[src/rtl/memory_if.sv]
// Bus between the operand buffer and whatever loads it and consumes its lanes.
// The master side writes the matrix and drives the sequencer; the slave side is the buffer.
interface memory_if #(parameter int DW = 16);
  logic                 en_data;
  logic                 A_or_B;
  logic                 start_compute;
  logic                 stop;
  logic signed [DW-1:0] data_in;
  logic [5:0]           addr;
  logic [4:0]           instruction;
  logic signed [DW-1:0] data_o_0;
  logic signed [DW-1:0] data_o_1;
  logic signed [DW-1:0] data_o_2;
  logic signed [DW-1:0] data_o_3;
  logic                 mem_done;
  logic                 release_output;
  logic                 clear;
  logic [4:0]           cnt;
  logic [3:0]           current_iteration_debug;

  modport master (
    output en_data, A_or_B, start_compute, stop, data_in, addr, instruction,
    input  data_o_0, data_o_1, data_o_2, data_o_3, mem_done, release_output,
           clear, cnt, current_iteration_debug
  );

  modport slave (
    input  en_data, A_or_B, start_compute, stop, data_in, addr, instruction,
    output data_o_0, data_o_1, data_o_2, data_o_3, mem_done, release_output,
           clear, cnt, current_iteration_debug
  );
endinterface

[src/rtl/memory.sv]
// Operand buffer for the 4x4 systolic array: stores an NxN matrix and streams it out
// as skewed 4x4 tiles (rows for operand A, columns for operand B), sequencing all tile iterations.
module memory #(
  parameter int DW          = 16,
  parameter int DEPTH       = 64,
  parameter int TILE_CYCLES = 12
) (
  input logic     clk,
  input logic     rst,
  memory_if.slave bus
);

  logic signed [DW-1:0] mem_q  [DEPTH];
  logic signed [DW-1:0] lane_q [4];
  logic signed [DW-1:0] lane_d [4];
  logic [4:0]           tileCnt_q;
  logic [3:0]           iter_q;
  logic                 done_q;
  logic                 clear_q;

  logic       dimIs4, running, tileEnd, lastIter, lastKk, releaseNow;
  logic       iBit, jBit, kkBit;
  logic [5:0] dimN, base;

  // For N=8 the iteration index is {i, j, kk}, one bit each; for N=4 all tile indices are zero.
  assign dimIs4 = (bus.instruction == 5'd4);
  assign dimN   = dimIs4 ? 6'd4 : 6'd8;
  assign iBit   = !dimIs4 && iter_q[2];
  assign jBit   = !dimIs4 && iter_q[1];
  assign kkBit  = !dimIs4 && iter_q[0];
  assign base   = bus.A_or_B ? {kkBit, 2'b00, jBit, 2'b00} : {iBit, 2'b00, kkBit, 2'b00};

  assign running    = bus.start_compute && !bus.stop && !done_q;
  assign tileEnd    = (tileCnt_q == 5'(TILE_CYCLES - 1));
  assign lastIter   = dimIs4 ? (iter_q == 4'd0) : (iter_q == 4'd7);
  assign lastKk     = dimIs4 || iter_q[0];
  assign releaseNow = running && tileEnd && lastKk;

  always_ff @(posedge clk or posedge rst) begin
    if (rst) begin
      for (int w = 0; w < DEPTH; w++) mem_q[w] <= '0;
    end else if (bus.en_data) begin
      mem_q[bus.addr] <= bus.data_in;
    end
  end

  // Lane r is skewed by r cycles: at counter c it carries element k = c - r of its row/column.
  for (genvar r = 0; r < 4; r++) begin : gLane
    logic [4:0] k;
    logic [5:0] a;
    assign k = tileCnt_q - 5'(r);
    assign a = bus.A_or_B ? (base + 6'(k[1:0]) * dimN + 6'(r))
                          : (base + 6'(r) * dimN + 6'(k[1:0]));
    assign lane_d[r] = (tileCnt_q >= 5'(r) && k <= 5'd3) ? mem_q[a] : '0;
  end

  always_ff @(posedge clk or posedge rst) begin
    if (rst) begin
      tileCnt_q <= '0;
      iter_q    <= '0;
      done_q    <= 1'b0;
      clear_q   <= 1'b0;
      for (int r = 0; r < 4; r++) lane_q[r] <= '0;
    end else if (bus.stop) begin
      tileCnt_q <= '0;
      iter_q    <= '0;
      done_q    <= 1'b0;
      clear_q   <= 1'b0;
      for (int r = 0; r < 4; r++) lane_q[r] <= '0;
    end else begin
      clear_q <= releaseNow;
      for (int r = 0; r < 4; r++) lane_q[r] <= running ? lane_d[r] : '0;
      if (running) begin
        if (tileEnd) begin
          // The final tile leaves counter and iteration parked where they finished.
          if (lastIter) begin
            done_q <= 1'b1;
          end else begin
            tileCnt_q <= '0;
            iter_q    <= iter_q + 4'd1;
          end
        end else begin
          tileCnt_q <= tileCnt_q + 5'd1;
        end
      end
    end
  end

  assign bus.data_o_0                = lane_q[0];
  assign bus.data_o_1                = lane_q[1];
  assign bus.data_o_2                = lane_q[2];
  assign bus.data_o_3                = lane_q[3];
  assign bus.mem_done                = done_q;
  assign bus.release_output          = releaseNow;
  assign bus.clear                   = clear_q;
  assign bus.cnt                     = tileCnt_q;
  assign bus.current_iteration_debug = iter_q;

endmodule

[src/flat_wrapper.sv]
// flat-port wrapper written by rule: the top's interface ports become plain ports
module memory_flat 
#(
  parameter int DW          = 16,
  parameter int DEPTH       = 64,
  parameter int TILE_CYCLES = 12
)
  (clk, rst, bus_en_data, bus_A_or_B, bus_start_compute, bus_stop, bus_data_in, bus_addr, bus_instruction, bus_data_o_0, bus_data_o_1, bus_data_o_2, bus_data_o_3, bus_mem_done, bus_release_output, bus_clear, bus_cnt, bus_current_iteration_debug);
  memory_if #(.DW(DW)) bus_i ();
  input logic clk;
  input logic rst;
  input wire logic [$bits(bus_i.en_data)-1:0] bus_en_data;
  input wire logic [$bits(bus_i.A_or_B)-1:0] bus_A_or_B;
  input wire logic [$bits(bus_i.start_compute)-1:0] bus_start_compute;
  input wire logic [$bits(bus_i.stop)-1:0] bus_stop;
  input wire logic [$bits(bus_i.data_in)-1:0] bus_data_in;
  input wire logic [$bits(bus_i.addr)-1:0] bus_addr;
  input wire logic [$bits(bus_i.instruction)-1:0] bus_instruction;
  output wire logic [$bits(bus_i.data_o_0)-1:0] bus_data_o_0;
  output wire logic [$bits(bus_i.data_o_1)-1:0] bus_data_o_1;
  output wire logic [$bits(bus_i.data_o_2)-1:0] bus_data_o_2;
  output wire logic [$bits(bus_i.data_o_3)-1:0] bus_data_o_3;
  output wire logic [$bits(bus_i.mem_done)-1:0] bus_mem_done;
  output wire logic [$bits(bus_i.release_output)-1:0] bus_release_output;
  output wire logic [$bits(bus_i.clear)-1:0] bus_clear;
  output wire logic [$bits(bus_i.cnt)-1:0] bus_cnt;
  output wire logic [$bits(bus_i.current_iteration_debug)-1:0] bus_current_iteration_debug;
  assign bus_i.en_data = bus_en_data;
  assign bus_i.A_or_B = bus_A_or_B;
  assign bus_i.start_compute = bus_start_compute;
  assign bus_i.stop = bus_stop;
  assign bus_i.data_in = bus_data_in;
  assign bus_i.addr = bus_addr;
  assign bus_i.instruction = bus_instruction;
  assign bus_data_o_0 = bus_i.data_o_0;
  assign bus_data_o_1 = bus_i.data_o_1;
  assign bus_data_o_2 = bus_i.data_o_2;
  assign bus_data_o_3 = bus_i.data_o_3;
  assign bus_mem_done = bus_i.mem_done;
  assign bus_release_output = bus_i.release_output;
  assign bus_clear = bus_i.clear;
  assign bus_cnt = bus_i.cnt;
  assign bus_current_iteration_debug = bus_i.current_iteration_debug;
  memory #(.DW(DW), .DEPTH(DEPTH), .TILE_CYCLES(TILE_CYCLES)) u_core (.clk(clk), .rst(rst), .bus(bus_i));
endmodule
[config.mk]
export PLATFORM = sky130hd
export DESIGN_NAME = memory_flat
export DESIGN_NICKNAME = d
export VERILOG_FILES = /design/src/rtl/memory_if.sv /design/src/rtl/memory.sv /design/src/flat_wrapper.sv
export SDC_FILE = /design/constraint.sdc
export NUM_CORES = 2
export LEC_CHECK = 0
export CAP_MARGIN = 25
export CORE_MARGIN = 2
export CORE_UTILIZATION = 43
export DETAILED_ROUTE_END_ITERATION = 10
export SLEW_MARGIN = 20
export SYNTH_ARGS = -nofsm -noshare
export SYNTH_HDL_FRONTEND = slang
export SYNTH_SLANG_ARGS = --single-unit
[constraint.sdc]
create_clock -name clk -period 54.4 [get_ports clk]
set_input_delay 13.6 -clock clk [delete_from_list [all_inputs] [get_ports clk]]
set_output_delay 13.6 -clock clk [all_outputs]
set_load 0.05 [all_outputs]
==> results.ini <==
[status]
status=complete, no violations

[finish]
layout-area-overhead-vs-synth_pct=10.7
final_common_cell=dfrtp_1
final_area_mm2=0.0782
nNetsFinal=5392
final_cell_mix=dfrtp_1 (1099), mux2_2 (1044), mux4_2 (737)
drive_above_1_share_pct=41.9

[synth]
ys_seq_area_share_pct=38.9
synth_edf_count=0
synth_cell_types=80
avgSynthCellArea_um2=12.9
yosys_warnings=0
syn_area_mm2=0.0706
syn_inst=5497
async_flop_share_pct=100
synth-main-ff-cell=dfrtp_1
synth-seq-cells=1099

[detailed_routing]
drt-total-wl_mm=268
firstDrtPassIters=6
detail-route-antenna-nets=0
drc=0
vias_per_cell=6.99
vias=53300
drt-wirelength-per-cell_um=35.2
drt_iter0_drc=8179

[sta]
clock_skew_ns=0.0297
rsz0062_at_grt=no
worst_pin_slew_ns=1.24
setup_slack_ns=24.46
hold_viol=0
max_freq_ghz=0.0334
slew_violations=0
finalCritPeriodShare_pct=55.0
fin_setup_tns_ns=0
hold_ws_ns=0.519
period_minus_slack_ns=29.94
max_slew_margin_pct=14.9
setup_viol=0

[clock_network]
cts_max_level=3
numCtsBuffers=120
clock_sinks=1099
cts_resized=0
cts_buffer_depth=3
cts_tree=yes
root_buffer=clkbuf_16
holdBufCountCts=0
clock_latency_ns=0.78
clk_transition_reported_paths_ns=0.06
cts_setup_buffers=0

[floorplanning]
start_util_pct=43.3
core_mm2=0.163
row_count=148
io_pins=109
die-area_mm2=0.168
fp.dieH_um=409
fp.dieW_um=409

[placed_design]
dpl_cell_area_mm2=0.0737
gp_congestion=0.913
port_buffers=108
hpwl_mm=162
preCtsSetupSlack_ns=24.50

[setup_path]
critPathLaunchType=input port
cp_max_fo=11
worstSetupPathType=input port to primary output
required_ns=40.80
worst_r2r_path_depth=10
crit_path_end_kind=primary output
cp.arrival_ns=16.34

[power]
power.density_mw_per_mm2=31.6
p_leak_nw=32.6
peakVddDrop_mv=0.0295

[grt]
grt_pass1_wl_mm=383
grt_use_total_pct=31.7
grt_pass1_vias=51500
gr-total-overflow=0
antenna_found_initial=18
grt_max_degree=159

[min_path]
min_path_cells=1
worstHoldPathType=flip-flop to flip-flop

[job]
maxCapViolations=0

-- worst max-delay path, stage by stage --
cell and delay, ns:
clkdlybuf4s50_1 0.44, nor4b_2 0.90, nand2_2 0.32, a21oi_1 0.25, clkdlybuf4s50_1 0.82
-- sequential cells by signal, indices dropped and copies added, names as in the netlist --
signal / count
u_core.bus.clear: 1
u_core.bus.cnt: 5
u_core.bus.current_iteration_debug: 4
u_core.bus.data_o_0: 16
u_core.bus.data_o_1: 16
u_core.bus.data_o_2: 16
u_core.bus.data_o_3: 16
u_core.bus.mem_done: 1
u_core.mem_q: 1024
-- path summary, 6_finish.rpt --
path	from	endpoint	slack, ns
worst min register to register	u_core.mem_q[442]	u_core.mem_q[442]	0.52
min in group asynchronous	rst	u_core.mem_q[442]	13.36
worst max-delay path	bus_instruction[1]	bus_release_output	24.46
worst min-delay path	u_core.mem_q[442]	u_core.mem_q[442]	0.52
max in group asynchronous	rst	u_core.mem_q[712]	37.37
worst max register to register	u_core.bus.cnt[0]	u_core.bus.data_o_2[0]	48.10
-- routing by layer --
layer  global-route usage, %  part of all wire, %
met4                    16.6                  5.8
met3                    12.1                   14
met2                    45.1                   43
met1                    41.9                   38
met5                       0                0.025
-- power by group --
part | leakage (nW) | switching (mW) | internal, mW
sequential | 14.7 | 0.108 | 0.920
combinational | 15.9 | 0.259 | 0.281
clock | 2.08 | 0.372 | 0.533
total | 32.6 | 0.739 | 1.73
-- cell type report --
class | count | area [um2]
clock buffers | 159 | 3400
well taps | 2175 | 2720
diodes | 11 | 27.5
inverters | 11 | 48.8
flip-flops and latches | 1099 | 27500
fillers | 14300 | 84800
multi-input cells | 3815 | 40900
clock inverters | 59 | 886
repair buffers | 292 | 2740
-- synthesized netlist by cell type (all sizes together), types with 6 or more instances --
| cell type | count | area (um2) |
|---|---|---|
| dfrtp | 1099 | 27500 |
| mux2 | 1045 | 11800 |
| mux4 | 737 | 16600 |
| nand2 | 721 | 2720 |
| clkbuf | 303 | 1140 |
| buf | 276 | 1540 |
| mux2i | 259 | 2590 |
| nand3 | 257 | 1290 |
| nor2 | 88 | 330 |
| a211oi | 70 | 526 |
| a21oi | 67 | 335 |
| and2 | 49 | 307 |
| nand4 | 46 | 288 |
| a31oi | 37 | 231 |
| o211ai | 36 | 275 |
| a22oi | 35 | 263 |
| o21ai | 35 | 186 |
| and3 | 33 | 206 |
| a221oi | 29 | 267 |
| a311oi | 25 | 250 |
| o311ai | 25 | 219 |
| nor3 | 23 | 125 |
| nand3b | 19 | 143 |
| o22ai | 18 | 113 |
| ha | 16 | 200 |
| nand2b | 13 | 81.3 |
| a311o | 12 | 120 |
| inv | 10 | 37.5 |
| o41ai | 10 | 87.6 |
| a32oi | 9 | 78.8 |
| xnor2 | 9 | 78.8 |
| or3 | 8 | 50.1 |
| xor2 | 7 | 61.3 |
| nor2b | 6 | 37.5 |
-- stage by stage --
| step | instances | utilization [%] | power [mW] |
|---|---|---|---|
| after global routing | 7611 | 48.0 | 2.56 |
| after detailed placement | 7386 | 45.2 | 1.56 |
| after floorplan | 5504 | - | 1.41 |
| final | 7621 | 48.0 | 2.47 |
| after global placement | 7374 | 45.1 | 1.55 |
| after CTS | 7604 | 47.8 | 2.46 |
-- cells by family after synthesis --
| family | after synthesis | synth area share (%) |
|---|---|---|
| other | 1 | 0.00531 |
| multiplexers | 2041 | 43.8 |
| AND/OR/NAND/NOR | 1285 | 8.15 |
| adder cells (fa/ha/maj) | 20 | 0.397 |
| XOR/XNOR | 16 | 0.198 |
| buffers and inverters | 590 | 3.85 |
| AO/OA/AOI/OAI | 445 | 4.64 |
| flip-flops | 1099 | 38.9 |
Power figures use the tool's default switching activity.
